<file path="config.mk">
export PLATFORM = sky130hd
export DESIGN_NAME = clock_divider_bank
export DESIGN_NICKNAME = d
export VERILOG_FILES = /design/src/rtl/clock_divider_pkg.sv /design/src/rtl/div_channel.sv /design/src/rtl/clock_divider_bank.sv
export SDC_FILE = /design/constraint.sdc
export NUM_CORES = 1
export LEC_CHECK = 0
export ABC_AREA = 1
export CAP_MARGIN = 25
export CELL_PAD_IN_SITES_DETAIL_PLACEMENT = 1
export CELL_PAD_IN_SITES_GLOBAL_PLACEMENT = 1
export CORE_MARGIN = 2
export CORE_UTILIZATION = 41
export CTS_CLUSTER_DIAMETER = 200
export CTS_CLUSTER_SIZE = 12
export DETAILED_ROUTE_END_ITERATION = 16
export GPL_TIMING_DRIVEN = 0
export PLACE_DENSITY = 0.82
export SETUP_SLACK_MARGIN = 0.3
export SYNTH_ARGS = -nofsm -noshare
export SYNTH_HDL_FRONTEND = slang
export SYNTH_SLANG_ARGS = --single-unit
export TNS_END_PERCENT = 20
</file>
<file path="constraint.sdc">
create_clock -name CLKIN_IN -period 2 [get_ports CLKIN_IN]
set_input_delay 0.5 -clock CLKIN_IN [delete_from_list [all_inputs] [get_ports CLKIN_IN]]
set_output_delay 0.5 -clock CLKIN_IN [all_outputs]
set_load 0.03 [all_outputs]
</file>
<file path="src/rtl/clock_divider_pkg.sv">
// Shared constants, types and helpers for the clock-enable divider bank.
// Latency: n/a (declarations only).
// Backpressure: n/a.
package clock_divider_pkg;

  // Smallest ratio that still yields a high and a low phase.
  localparam int DIV_MIN = 2;

  // Widest supported ratio register; div_clamp works at this width.
  localparam int DIV_W_MAX = 32;

  // Channel index wide enough for the largest bank (16 channels).
  localparam int CH_IDX_MAX_W = 4;

  typedef logic [CH_IDX_MAX_W-1:0] ch_idx_t;

  // Port width of a channel selector; never narrower than one bit.
  function automatic int ch_idx_w(input int num_ch);
    return (num_ch > 1) ? $clog2(num_ch) : 1;
  endfunction

  // Ratios below DIV_MIN are raised to DIV_MIN; there is no upper clamp.
  function automatic logic [DIV_W_MAX-1:0] div_clamp(input logic [DIV_W_MAX-1:0] value);
    return (value < DIV_W_MAX'(DIV_MIN)) ? DIV_W_MAX'(DIV_MIN) : value;
  endfunction

endpackage

</file>
<file path="src/rtl/div_channel.sv">
// One programmable divider channel: counter, active/pending ratio, registered outputs.
// Latency: outputs registered, one edge after the counter state they decode.
// Backpressure: holds one pending ratio; pend_vld stays high until it is applied.
//
// Ports:
//   clk, rst_n   - clock, asynchronous active-low reset
//   en           - run enable; low parks the channel and applies any pending ratio
//   wr_vld       - accepted ratio write (caller guarantees pend_vld was low)
//   wr_dat       - requested ratio, clamped to DIV_MIN on capture
//   pend_vld     - a ratio is waiting for the next period boundary
//   clkdv        - divided waveform, high for floor(N/2) of N cycles
//   clken        - one-cycle strobe in the last low cycle of each period
//   locked       - a full period has completed at the current ratio
module div_channel
  import clock_divider_pkg::*;
#(
  parameter int CNT_W   = 16,
  parameter int DEF_DIV = 2
) (
  input  logic             clk,
  input  logic             rst_n,
  input  logic             en,
  input  logic             wr_vld,
  input  logic [CNT_W-1:0] wr_dat,
  output logic             pend_vld,
  output logic             clkdv,
  output logic             clken,
  output logic             locked
);

  logic [CNT_W-1:0] cnt;
  logic [CNT_W-1:0] n_act;
  logic [CNT_W-1:0] n_pend;
  logic             pend_q;
  logic             clkdv_q;
  logic             clken_q;
  logic             locked_q;

  logic [CNT_W-1:0] n_last;
  logic [CNT_W-1:0] n_half;
  logic [CNT_W-1:0] wr_clamped;
  logic             at_wrap;

  // n_act is always >= DIV_MIN, so n_act-1 never underflows and cnt
  // never runs past n_last (ratio changes only happen with cnt forced to 0).
  assign n_last     = n_act - CNT_W'(1);
  assign n_half     = n_act >> 1;
  assign at_wrap    = (cnt == n_last);
  assign wr_clamped = CNT_W'(div_clamp(DIV_W_MAX'(wr_dat)));

  always_ff @(posedge clk or negedge rst_n) begin
    if (!rst_n) begin
      cnt      <= '0;
      n_act    <= CNT_W'(DEF_DIV);
      n_pend   <= '0;
      pend_q   <= 1'b0;
      clkdv_q  <= 1'b0;
      clken_q  <= 1'b0;
      locked_q <= 1'b0;
    end else begin
      if (en) begin
        clkdv_q <= (cnt < n_half);
        clken_q <= at_wrap;
        if (at_wrap) begin
          cnt <= '0;
          if (pend_q) begin
            // New ratio starts a fresh period, so lock must be re-earned.
            n_act    <= n_pend;
            pend_q   <= 1'b0;
            locked_q <= 1'b0;
          end else begin
            locked_q <= 1'b1;
          end
        end else begin
          cnt <= cnt + CNT_W'(1);
        end
      end else begin
        cnt      <= '0;
        clkdv_q  <= 1'b0;
        clken_q  <= 1'b0;
        locked_q <= 1'b0;
        // No period is in flight while parked, so a pending ratio is safe to take now.
        if (pend_q) begin
          n_act  <= n_pend;
          pend_q <= 1'b0;
        end
      end

      // Writes are only accepted with pend_q low, so this never races the
      // pend_q clears above; a write landing on a wrap edge waits for the next wrap.
      if (wr_vld) begin
        n_pend <= wr_clamped;
        pend_q <= 1'b1;
      end
    end
  end

  assign pend_vld = pend_q;
  assign clkdv    = clkdv_q;
  assign clken    = clken_q;
  assign locked   = locked_q;

endmodule

</file>
<file path="src/rtl/clock_divider_bank.sv">
// Multi-channel programmable clock-enable divider with glitch-free ratio updates.
// Latency: outputs registered; a new ratio applies at the end of the current period.
// Backpressure: DIV_RDY_OUT low while the addressed channel holds a pending ratio.
//
// Ports:
//   CLKIN_IN, RSTN_IN - clock, asynchronous active-low reset
//   EN_IN             - per-channel run enable
//   DIV_WR_IN         - ratio write valid
//   DIV_CH_IN         - target channel; out-of-range indices are never ready
//   DIV_VAL_IN        - requested ratio
//   DIV_RDY_OUT       - write accepted when high with DIV_WR_IN (combinational)
//   CLKDV_OUT         - per-channel divided waveform
//   CLKEN_OUT         - per-channel one-cycle period strobe
//   LOCKED_OUT        - per-channel lock indication
module clock_divider_bank
  import clock_divider_pkg::*;
#(
  parameter int NUM_CH  = 2,
  parameter int CNT_W   = 16,
  parameter int DEF_DIV = 2
) (
  input  logic                        CLKIN_IN,
  input  logic                        RSTN_IN,
  input  logic [NUM_CH-1:0]           EN_IN,
  input  logic                        DIV_WR_IN,
  input  logic [ch_idx_w(NUM_CH)-1:0] DIV_CH_IN,
  input  logic [CNT_W-1:0]            DIV_VAL_IN,
  output logic                        DIV_RDY_OUT,
  output logic [NUM_CH-1:0]           CLKDV_OUT,
  output logic [NUM_CH-1:0]           CLKEN_OUT,
  output logic [NUM_CH-1:0]           LOCKED_OUT
);

  ch_idx_t           ch_sel;
  logic              wr_acc;
  logic [NUM_CH-1:0] ch_wr_vld;
  logic [NUM_CH-1:0] ch_pend;

  assign ch_sel = ch_idx_t'(DIV_CH_IN);

  // Ready mux: only a matching in-range channel can drive ready high,
  // so indices >= NUM_CH fall through to the default of 0.
  always_comb begin
    DIV_RDY_OUT = 1'b0;
    for (int i = 0; i < NUM_CH; i++) begin
      if (ch_sel == ch_idx_t'(i)) begin
        DIV_RDY_OUT = ~ch_pend[i];
      end
    end
  end

  assign wr_acc = DIV_WR_IN & DIV_RDY_OUT;

  always_comb begin
    ch_wr_vld = '0;
    for (int i = 0; i < NUM_CH; i++) begin
      ch_wr_vld[i] = wr_acc & (ch_sel == ch_idx_t'(i));
    end
  end

  for (genvar g = 0; g < NUM_CH; g++) begin : g_ch
    div_channel #(
      .CNT_W   (CNT_W),
      .DEF_DIV (DEF_DIV)
    ) u_ch (
      .clk      (CLKIN_IN),
      .rst_n    (RSTN_IN),
      .en       (EN_IN[g]),
      .wr_vld   (ch_wr_vld[g]),
      .wr_dat   (DIV_VAL_IN),
      .pend_vld (ch_pend[g]),
      .clkdv    (CLKDV_OUT[g]),
      .clken    (CLKEN_OUT[g]),
      .locked   (LOCKED_OUT[g])
    );
  end

endmodule

</file>
==> results_dict.tcl, run 1 <==
set metrics [dict create \
    globalRouteOverflowTotal 0 \
    rsz0062_at_grt "true" \
    die_w_um 128 \
    die_h_um 128 \
    ys_ff_latch 104 \
    syn_to_final_growth_pct 26.1 \
    drv_cap 0 \
    min_period_over_period 1.17 \
    core-area_mm2 0.0151 \
    dp_hpwl_um 12500 \
    hold_path.class "input pin to asynchronous set/reset pin" \
    ant_nets 0 \
    synth_area_mm2 0.00628 \
    worstMarginPinSlew_ns 0.645 \
    ios 29 \
    peakVddDrop_v 0.000566 \
    reg2reg_slack_ns -0.33 \
    cts_num_sinks 104 \
    synth_fp_nets 879 \
    antenna_found_initial 0 \
    synthFlopType "dfrtp_1" \
    status "complete, but fails checks" \
    max_freq_mhz 428 \
    fin_area_mm2 0.00792 \
    rr_startpoint "g_ch[0].u_ch.n_act[0]$_DFFE_PN0P_" \
    finalSetupViolations 69 \
    cts_tree "built" \
    cp.required_ns 2.23 \
    rows 45 \
    dpl_worst_slack_ns -0.346 \
    clkLatencyLatePin_ns 0.36 \
    final_util 0.525 \
    first_global_vias 5952 \
    root_buffer "clkbuf_16" \
    vias 5720 \
    fin_hold_ws_ns 0.150 \
    fillers 1835 \
    slew_violations 0 \
    drc 0 \
    avgSynthCellArea_um2 7.61 \
    routed_via_density 5.24 \
    clkTransAtPathRegs_ns 0.08 \
    hold_violations 0 \
    diodes 0 \
    cts_buffer_depth 2 \
    drive_above_1_share 0.230 \
    critPathLaunchType "register" \
    rr_endpoint "g_ch[0].u_ch.cnt[4]$_DFF_PN0_" \
    power_density_mw_per_mm2 996 \
    dr.first_iter.drc_count 270 \
    numCtsBuffers 9 \
    critPathKind "register to register" \
    muxShareOfSynthArea 0 \
    initial_core_util 0.416 \
    synth_top_area_frac 0.406 \
    reg2regPathDepth 14 \
    yosys-top-cells-area "dfrtp_1 (41%), nand2_1 (14%), ha_1 (6.4%), nand3_1 (5.7%), inv_1 (5.6%)" \
    syn_inst 825 \
    die-area_mm2 0.0163 \
    routed_wl_um 19800 \
    grt_first_pass_wirelength_um 29400 \
    grt_max_degree 57 \
    setup_ws_ns -0.335 \
    synth_xor_xnor_area_share 0.0600 \
    ys_warn_count 0 \
    fin_worst_skew_ns 0.0118 \
    synthDistinctLibCells 30 \
    finalNonFillerCells 1092 \
    slew_headroom 0.570 \
    path_max_fanout 10 \
    wl_per_cell_um 18.1 \
    seq_area_frac_synth 0.415 \
    io_buffers 28 \
    htreeDepth 3 \
    worstPathArrival_ns 2.57 \
    setup.worst_path.end_class "register" \
    synth_top_cell_by_area "dfrtp_1" \
    synth-simple-area-share 0.322 \
    synth_compound_gate_area_share 0.0564 \
    dr.pass1.iters 4 \
    dp.cells 1042 \
    nets 953 \
    violations "negative setup slack" \
    synth_adder_area_share 0.0638 \
    async_reset_ff_frac 1.00 \
    period_needed_ns 2.33 \
    p_leak_nw 3.88 \
    place_area_mm2 0.00687 \
    synth_top_family_by_area "simple AND/OR/NAND/NOR gates" \
    place_congestion 0.808 \
    grt.total_usage 0.226 \
    synth-edff-count 0 \
]
flip-flops by register name, summed over array words and instances, names as in the netlist:
name,flops
g_ch.u_ch.clkdv,2
g_ch.u_ch.clken,2
g_ch.u_ch.cnt,32
g_ch.u_ch.locked,2
g_ch.u_ch.n_act,32
g_ch.u_ch.n_pend,32
g_ch.u_ch.pend_vld,2
cell usage after synthesis, types with 6 or more instances:
library cell  number
nand4_1            7
inv_1             93
nand3_1           72
dfrtp_1          102
nand3b_1          13
ha_1              32
buf_4              6
buf_6              6
nor2_1            85
o21ai_0           42
xor2_1            25
a21oi_1           23
nand2_1          233
clkbuf_1           8
xnor2_1           18
nor3_1            18
kinds of logic (layout without fill, tap and decap cells):
| kind of cell | after synthesis | in the layout |
|---|---|---|
| simple gates | 457 | 457 |
| buf+inv | 120 | 199 |
| flops | 104 | 104 |
| compound gates | 69 | 69 |
| xor+xnor | 43 | 43 |
| fa+ha+maj | 32 | 32 |
cell type report:
| cell class | instances | area, um2 | share of cell area |
|---|---|---|---|
| Buffer | 25 | 201 | 0.0254 |
| Inverter | 95 | 362 | 0.0456 |
| Clock inverter | 7 | 73.8 | 0.00932 |
| Multi-Input combinational cell | 601 | 3570 | 0.451 |
| Clock buffer | 9 | 225 | 0.0284 |
| Tap cell | 188 | 235 | 0.0297 |
| Sequential cell | 104 | 2620 | 0.331 |
| Timing Repair Buffer | 63 | 627 | 0.0791 |
timing repair:
action                     CTS  global route
setup buffers               21             9
setup endpoints to repair   93           103
hold buffers                 0             0
gates resized for setup     73            98
pin swaps                   30            37
gates cloned                 3             1
per-stage QoR:
stage          total power [mW]  setup TNS, ns
3_3_place_gp               5.20        -384.57
3_5_place_dp               5.33         -16.14
2_1_floorplan              4.61              0
6_report                   7.89         -14.95
5_1_grt                    8.40         -22.46
4_1_cts                    7.42          -8.51
power by group:
group	switching, mW	leakage, nW	total, mW	internal, mW
clock network	0.928	0.140	1.81	0.886
registers	0.514	1.33	2.97	2.46
logic	1.83	2.41	3.10	1.27
total	3.27	3.88	7.89	4.62
worst max-delay path, cell delays in order (launching register included):
cell and delay (ns):
dfrtp_1 0.41, inv_2 0.10, buf_4 0.13, nand3_4 0.10, nor2_4 0.18, buf_4 0.16
nand2_1 0.06, nand3_1 0.13, nand2_1 0.07, nand3_1 0.09, nor2_2 0.06, nand2_4 0.10
nand2_8 0.10, buf_6 0.18, nor3b_1 0.32
layer usage:
layer | vias up | share of wire | track usage | routed length (um)
li1 | 2765 | - | - | -
met1 | 2838 | 0.45 | 0.302 | 8820
met2 | 87 | 0.51 | 0.387 | 10000
met3 | 30 | 0.026 | 0.0263 | 506
met4 | 0 | 0.021 | 0.0666 | 413
met5 | - | 0 | 0 | 0
cell usage in the layout, fill, tap and decap left out, types with 23 or more instances in the layout:
cell type / synthesis / routed
a21oi_1: 23 / 23
buf_4: 6 / 35
dfrtp_1: 102 / 88
ha_1: 32 / 30
inv_1: 93 / 87
nand2_1: 233 / 196
nand2_2: 4 / 33
nand3_1: 72 / 68
nor2_1: 85 / 54
o21ai_0: 42 / 39
xor2_1: 25 / 23
worst max path at each step:
| stage | end | slack [ns] | cells after the start | from |
|---|---|---|---|---|
| final | g_ch[0].u_ch.cnt[4]$_DFF_PN0_ | -0.33 | 14 | g_ch[0].u_ch.n_act[0]$_DFFE_PN0P_ |
| after global routing | g_ch[0].u_ch.cnt[4]$_DFF_PN0_ | -0.44 | 14 | g_ch[0].u_ch.n_act[0]$_DFFE_PN0P_ |
| after CTS | g_ch[0].u_ch.n_act[13]$_DFFE_PN0P_ | -0.22 | 16 | g_ch[0].u_ch.n_act[0]$_DFFE_PN0P_ |
| after detailed placement | DIV_RDY_OUT | -0.35 | 4 | DIV_CH_IN |
| after global placement | g_ch[0].u_ch.cnt[7]$_DFF_PN0_ | -3.62 | 1 | RSTN_IN |
| after floorplan | g_ch[1].u_ch.n_act[11]$_DFFE_PN0P_ | 0.12 | 17 | g_ch[1].u_ch.n_act[1]$_DFFE_PN1P_ |
Power figures use the tool's default switching activity.
==> run 2, diff against run 1 <==
CORE_MARGIN = not set   (was 2)
PLACE_DENSITY = not set   (was 0.82)
PLACE_DENSITY_LB_ADDON = 0.1   (was not set)
TNS_END_PERCENT = not set   (was 20)
==> run 2 against run 1 <==
  * The run still ends with negative setup slack left
  * Sequential share of layout area shrank 0.90 points
  * Clock skew shrank 0.0021 ns
  * Sequential power is essentially flat
  * Utilization grew 2.7 points
  * First-iteration DRC count shrank 44%
  * Worst setup slack gained 0.12 ns
  * Clock power is essentially flat
  * Design area grew 2.8%
  * Highest routed layer unchanged
==> results_dict.tcl, run 2 (same netlist as run 1, synthesis figures left out) <==
set metrics [dict create \
    p_total_mw 7.93 \
    core-area_mm2 0.0148 \
    htreeDepth 3 \
    place_area_mm2 0.00693 \
    critPathKind "register to register" \
    slowest_delay_ns 0.57 \
    fillers 1787 \
    crit_chain "inv_2 -> ha_4 -> xor2_2 -> xnor2_1 -> nand4_1 -> nor2_4 -> nand2_4 -> nand2_8 -> nand2_8 -> buf_8 -> nand2_4 -> nand2_2" \
    final_common_cell "nand2_1" \
    status "complete, but fails checks" \
    mostFrequentLayoutCells "nand2_1 (193), inv_1 (88), dfrtp_1 (88), nand3_1 (61), nor2_1 (49)" \
    grt_max_degree 73 \
    setup.worst_path.end_class "register" \
    fin_hold_ws_ns 0.0915 \
    grt_first_pass_wirelength_um 30900 \
    cp_slowest_cell "dfstp_2" \
    power_density_mw_per_mm2 974 \
    top_regs "g_ch.u_ch.cnt x32, g_ch.u_ch.n_act x32, g_ch.u_ch.n_pend x32" \
    antenna_found_initial 0 \
    numCtsBuffers 9 \
    worstPathArrival_ns 2.46 \
    netSwitchingPower_mw 3.11 \
    ant_nets 0 \
    p_leak_nw 3.96 \
    dr.pass1.iters 4 \
    fin_area_mm2 0.00814 \
    finalSetupViolations 69 \
    routed_wl_um 18400 \
    routed_via_density 5.18 \
    diodes 0 \
    place_congestion 0.848 \
    max_freq_mhz 451 \
    hold_violations 0 \
    p_int_mw 4.82 \
    path_max_fanout 6 \
    nets 965 \
    root_buffer "clkbuf_16" \
    io_buffers 28 \
    ios 29 \
    multiInputGateArea_mm2 0.00370 \
    power.share.sequential 0.373 \
    clkTransAtPathRegs_ns 0.07 \
    drc 0 \
    grt.total_usage 0.248 \
    critPathBufInv 2 \
    syn_to_final_growth_pct 29.7 \
    period_needed_ns 2.22 \
    finalNonFillerCells 1100 \
    power_frac_comb 0.395 \
    setup_ws_ns -0.219 \
    first_global_vias 6179 \
    hold_buffers 0 \
    pwr-share-clk 0.231 \
    dp_hpwl_um 13500 \
    peakVddDrop_v 0.000482 \
    cp.required_ns 2.24 \
    initial_core_util 0.426 \
    fin_worst_skew_ns 0.00966 \
    critPathLaunchType "register" \
    die-area_mm2 0.0158 \
    die_h_um 126 \
    slew_headroom 0.689 \
    dp.cells 1038 \
    drv_cap 0 \
    dpl_worst_slack_ns -0.405 \
    cts_tree "built" \
    rows 44 \
    swShare 0.392 \
    drive_above_1_share 0.262 \
    wl_per_cell_um 16.7 \
    final_util 0.552 \
    timing.setup.tns_ns -11.03 \
    seqCellArea_mm2 0.00262 \
    slew_violations 0 \
    reg2reg_slack_ns -0.22 \
    cts_buffer_depth 2 \
    clkLatencyLatePin_ns 0.36 \
    hold_path.class "input pin to asynchronous set/reset pin" \
    vias 5700 \
    die_w_um 126 \
    cp_top_family "simple AND/OR/NAND/NOR gates" \
    cts_num_sinks 104 \
    dr.first_iter.drc_count 151 \
    worstMarginPinSlew_ns 0.467 \
    min_period_over_period 1.11 \
    violations "negative setup slack" \
    globalRouteOverflowTotal 0 \
    rsz0062_at_grt "true" \
]
[run 2: cell types whose count changed in the layout (fill, tap and decap cells not counted), moves of 4 or more]
cell	before	now
buf_4	35	41
buf_6	13	17
nand3_1	68	61
nand3_2	4	11
nor2_1	54	49
nor2_2	20	24
nor3_1	16	12
nor3_2	2	6
[run 2: layer usage]
metal	vias to the layer above	GRT usage	part of all wire
li1	2794	-	-
met1	2834	0.281	0.41
met2	50	0.485	0.56
met3	22	0.0246	0.012
met4	0	0.0822	0.021
met5	-	0	0
[run 2: final cells by class]
cell class / count / share of cell area
Clock buffer: 11 / 0.0298
Timing Repair Buffer: 75 / 0.0868
Tap cell: 184 / 0.0283
Clock inverter: 5 / 0.00799
Inverter: 95 / 0.0446
Sequential cell: 104 / 0.322
Buffer: 25 / 0.0261
Multi-Input combinational cell: 601 / 0.454
[run 2: final timing paths]
path | from | cells after the start | endpoint
worst max-delay path | g_ch[1].u_ch.n_act[1]$_DFFE_PN1P_ | 12 | g_ch[1].u_ch.n_act[11]$_DFFE_PN0P_
worst min register to register | g_ch[1].u_ch.n_pend[5]$_DFFE_PN0P_ | 2 | g_ch[1].u_ch.n_pend[5]$_DFFE_PN0P_
worst min-delay path | RSTN_IN | 1 | g_ch[0].u_ch.n_pend[1]$_DFFE_PN0P_
max in group asynchronous | RSTN_IN | 2 | g_ch[1].u_ch.n_act[1]$_DFFE_PN1P_
worst max register to register | g_ch[1].u_ch.n_act[1]$_DFFE_PN1P_ | 12 | g_ch[1].u_ch.n_act[11]$_DFFE_PN0P_
min in group CLKIN_IN | g_ch[1].u_ch.n_pend[5]$_DFFE_PN0P_ | 2 | g_ch[1].u_ch.n_pend[5]$_DFFE_PN0P_
[run 2: worst reg2reg max path, delay by kind of cell (launching register included)]
family / cells / cell delay [ns]
AND/OR/NAND/NOR: 7 / 0.80
XOR/XNOR: 2 / 0.33
flip-flops: 1 / 0.57
adder cells (fa/ha/maj): 1 / 0.18
buffers and inverters: 2 / 0.21
[run 2: power by group through the flow]
stage	Clock [mW]	Combinational [mW]	Sequential (mW)
after global routing	1.95	3.55	3.00
after global placement	0	2.33	2.88
after floorplan	0	1.89	2.75
after detailed placement	0	2.49	2.90
after CTS	1.88	2.81	2.89
final	1.84	3.14	2.96
[run 2: timing repair]
action,4_1_cts,5_1_grt
setup endpoints to repair,95,107
gates resized for setup,81,116
buffers inserted,25,18
pin swaps,25,38
gates cloned,2,1
==> run 3, diff against run 2 <==
CORE_UTILIZATION = 46   (was 41)
clock period = 2.25 ns   (was 2 ns; I/O delays follow)
==> run 3 against run 2 <==
  * The run still ends with negative setup slack left
  * First-iteration DRC count increased by 98%
  * Global-route usage grew 3.8 points
  * Total power shrank 11%
  * Clock power decreased by 18%
  * Count of clock-buffer cells in the layout is 2 lower
  * Flip-flop and latch count did not move
  * Worst hold slack better by 0.13 ns
  * Utilization up 7.0 points
  * Combinational power decreased by 6.7%
  * Via count increased by 3.6%
  * Worst setup slack improved by 0.14 ns
==> results_dict.tcl, run 3 (same netlist as run 1, synthesis figures left out) <==
set metrics [dict create \
    status "complete, but fails checks" \
    violations "negative setup slack" \
    hold_violations 0 \
    finalSetupViolations 23 \
    p_int_mw 4.12 \
    period_needed_ns 2.33 \
    diodes 0 \
    die_h_um 119 \
    wl_per_cell_um 18.9 \
    numCtsBuffers 9 \
    rsz0062_at_grt "true" \
    clkLatencyLatePin_ns 0.36 \
    cts_num_sinks 104 \
    rows 42 \
    die-area_mm2 0.0141 \
    min_period_over_period 1.03 \
    worstMarginPinSlew_ns 0.631 \
    worstPathArrival_ns 2.58 \
    vias 5904 \
    top_regs "g_ch.u_ch.cnt x32, g_ch.u_ch.n_act x32, g_ch.u_ch.n_pend x32" \
    p_total_mw 7.05 \
    place_congestion 0.829 \
    critPathLaunchType "register" \
    grt_first_pass_wirelength_um 31400 \
    cts_buffer_depth 2 \
    nets 963 \
    power.share.sequential 0.370 \
    io_buffers 28 \
    p_leak_nw 3.97 \
    hold_path.class "input pin to asynchronous set/reset pin" \
    path_max_fanout 7 \
    swShare 0.416 \
    critPathKind "register to register" \
    cp.required_ns 2.50 \
    dr.pass1.iters 4 \
    mostFrequentLayoutCells "nand2_1 (193), dfrtp_1 (89), inv_1 (88), nand3_1 (64), nand2_2 (40)" \
    grt_max_degree 62 \
    root_buffer "clkbuf_16" \
    dp.cells 1030 \
    globalRouteOverflowTotal 0 \
    grt.total_usage 0.286 \
    slew_violations 0 \
    finalNonFillerCells 1089 \
    ant_nets 0 \
    fillers 1582 \
    htreeDepth 3 \
    pwr-share-clk 0.214 \
    drive_above_1_share 0.264 \
    setup_ws_ns -0.0766 \
    die_w_um 119 \
    routed_via_density 5.42 \
    dp_hpwl_um 13200 \
    power_density_mw_per_mm2 852 \
    drc 0 \
    power_frac_comb 0.416 \
    drv_cap 0 \
    fin_worst_skew_ns 0.0106 \
    routed_wl_um 20600 \
    final_util 0.622 \
    max_freq_mhz 430 \
    core-area_mm2 0.0133 \
    final_common_cell "nand2_1" \
    syn_to_final_growth_pct 31.7 \
    netSwitchingPower_mw 2.93 \
    dpl_worst_slack_ns -0.214 \
    cts_tree "built" \
    clkTransAtPathRegs_ns 0.08 \
    first_global_vias 6286 \
    peakVddDrop_v 0.000725 \
    hold_buffers 0 \
    slew_headroom 0.580 \
    setup.worst_path.end_class "register" \
    dr.first_iter.drc_count 299 \
    antenna_found_initial 1 \
    initial_core_util 0.472 \
    ios 29 \
]
run 3: changes by cell type in the layout (fill, tap and decap cells not counted), moves of 4 or more:
cell,before,now
clkbuf_2,6,0
nor2_4,20,34
nor2_2,24,20
dlygate4sd2_1,1,6
nor2_1,49,39
nand2_2,36,40
nand2_4,9,4
buf_4,41,33
buf_6,17,13
run 3: power groups by stage:
stage / sequential (mW) / clock, mW / combinational (mW)
4_1_cts: 2.54 / 1.53 / 2.55
3_5_place_dp: 2.54 / 0 / 2.15
5_1_grt: 2.65 / 1.60 / 3.24
2_1_floorplan: 2.43 / 0 / 1.60
3_3_place_gp: 2.52 / 0 / 2.00
6_report: 2.61 / 1.50 / 2.93
run 3: area by class of cell:
| class | instances | area, um2 | share of cell area |
|---|---|---|---|
| Buffer | 25 | 209 | 0.0253 |
| Clock buffer | 9 | 225 | 0.0272 |
| Tap cell | 176 | 220 | 0.0266 |
| Multi-Input combinational cell | 601 | 3800 | 0.460 |
| Inverter | 95 | 362 | 0.0437 |
| Timing Repair Buffer | 73 | 786 | 0.0950 |
| Clock inverter | 6 | 45.0 | 0.00545 |
| Sequential cell | 104 | 2620 | 0.317 |
run 3: through the flow:
| stage | instance area (um2) | setup TNS [ns] | hold slack [ns] |
|---|---|---|---|
| after global placement | 6790 | -343.13 | 0.458 |
| final | 8270 | -1.00 | 0.226 |
| after floorplan | 6280 | 0 | 0.267 |
| after detailed placement | 6810 | -5.41 | 0.467 |
| after CTS | 7760 | 0 | 0.244 |
| after global routing | 8270 | -5.96 | 0.266 |
run 3: final timing paths:
check | cells after the start | startpoint | slack (ns) | to
min reg2reg | 2 | g_ch[0].u_ch.n_pend[11]$_DFFE_PN0P_ | 0.50 | g_ch[0].u_ch.n_pend[11]$_DFFE_PN0P_
min in group CLKIN_IN | 2 | g_ch[0].u_ch.n_pend[11]$_DFFE_PN0P_ | 0.50 | g_ch[0].u_ch.n_pend[11]$_DFFE_PN0P_
max reg2reg | 14 | g_ch[0].u_ch.n_act[0]$_DFFE_PN0P_ | -0.08 | g_ch[0].u_ch.n_act[9]$_DFFE_PN0P_
max | 14 | g_ch[0].u_ch.n_act[0]$_DFFE_PN0P_ | -0.08 | g_ch[0].u_ch.n_act[9]$_DFFE_PN0P_
min | 1 | RSTN_IN | 0.23 | g_ch[1].u_ch.cnt[5]$_DFF_PN0_
max in group asynchronous | 2 | RSTN_IN | 1.26 | g_ch[0].u_ch.n_act[1]$_DFFE_PN1P_
run 3: what timing repair did:
item	in CTS	in global routing
cloned	5	1
pin swaps	21	37
gates resized for setup	117	113
buffers inserted	26	12
endpoints found under the hold margin	0	0
endpoints found under the setup margin	80	75
run 3: worst max-delay path, cell delays in order, from the launching register on:
cell     delay [ns]
dfrtp_1        0.41
inv_2          0.11
ha_4           0.16
nand3_4        0.11
o21ai_0        0.32
nand3_1        0.13
nand2_1        0.11
nand3_1        0.10
nor2_2         0.17
nand2_4        0.10
nand2_8        0.13
nand2_8        0.09
buf_6          0.15
nand2_2        0.05
nand2_1        0.05
run 3: routing by layer:
metal / vias up / GRT usage / wire length, um
li1: 2789 / - / -
met1: 2970 / 0.378 / 9220
met2: 121 / 0.467 / 10100
met3: 24 / 0.0642 / 969
met4: 0 / 0.0918 / 288
met5: - / 0 / 0
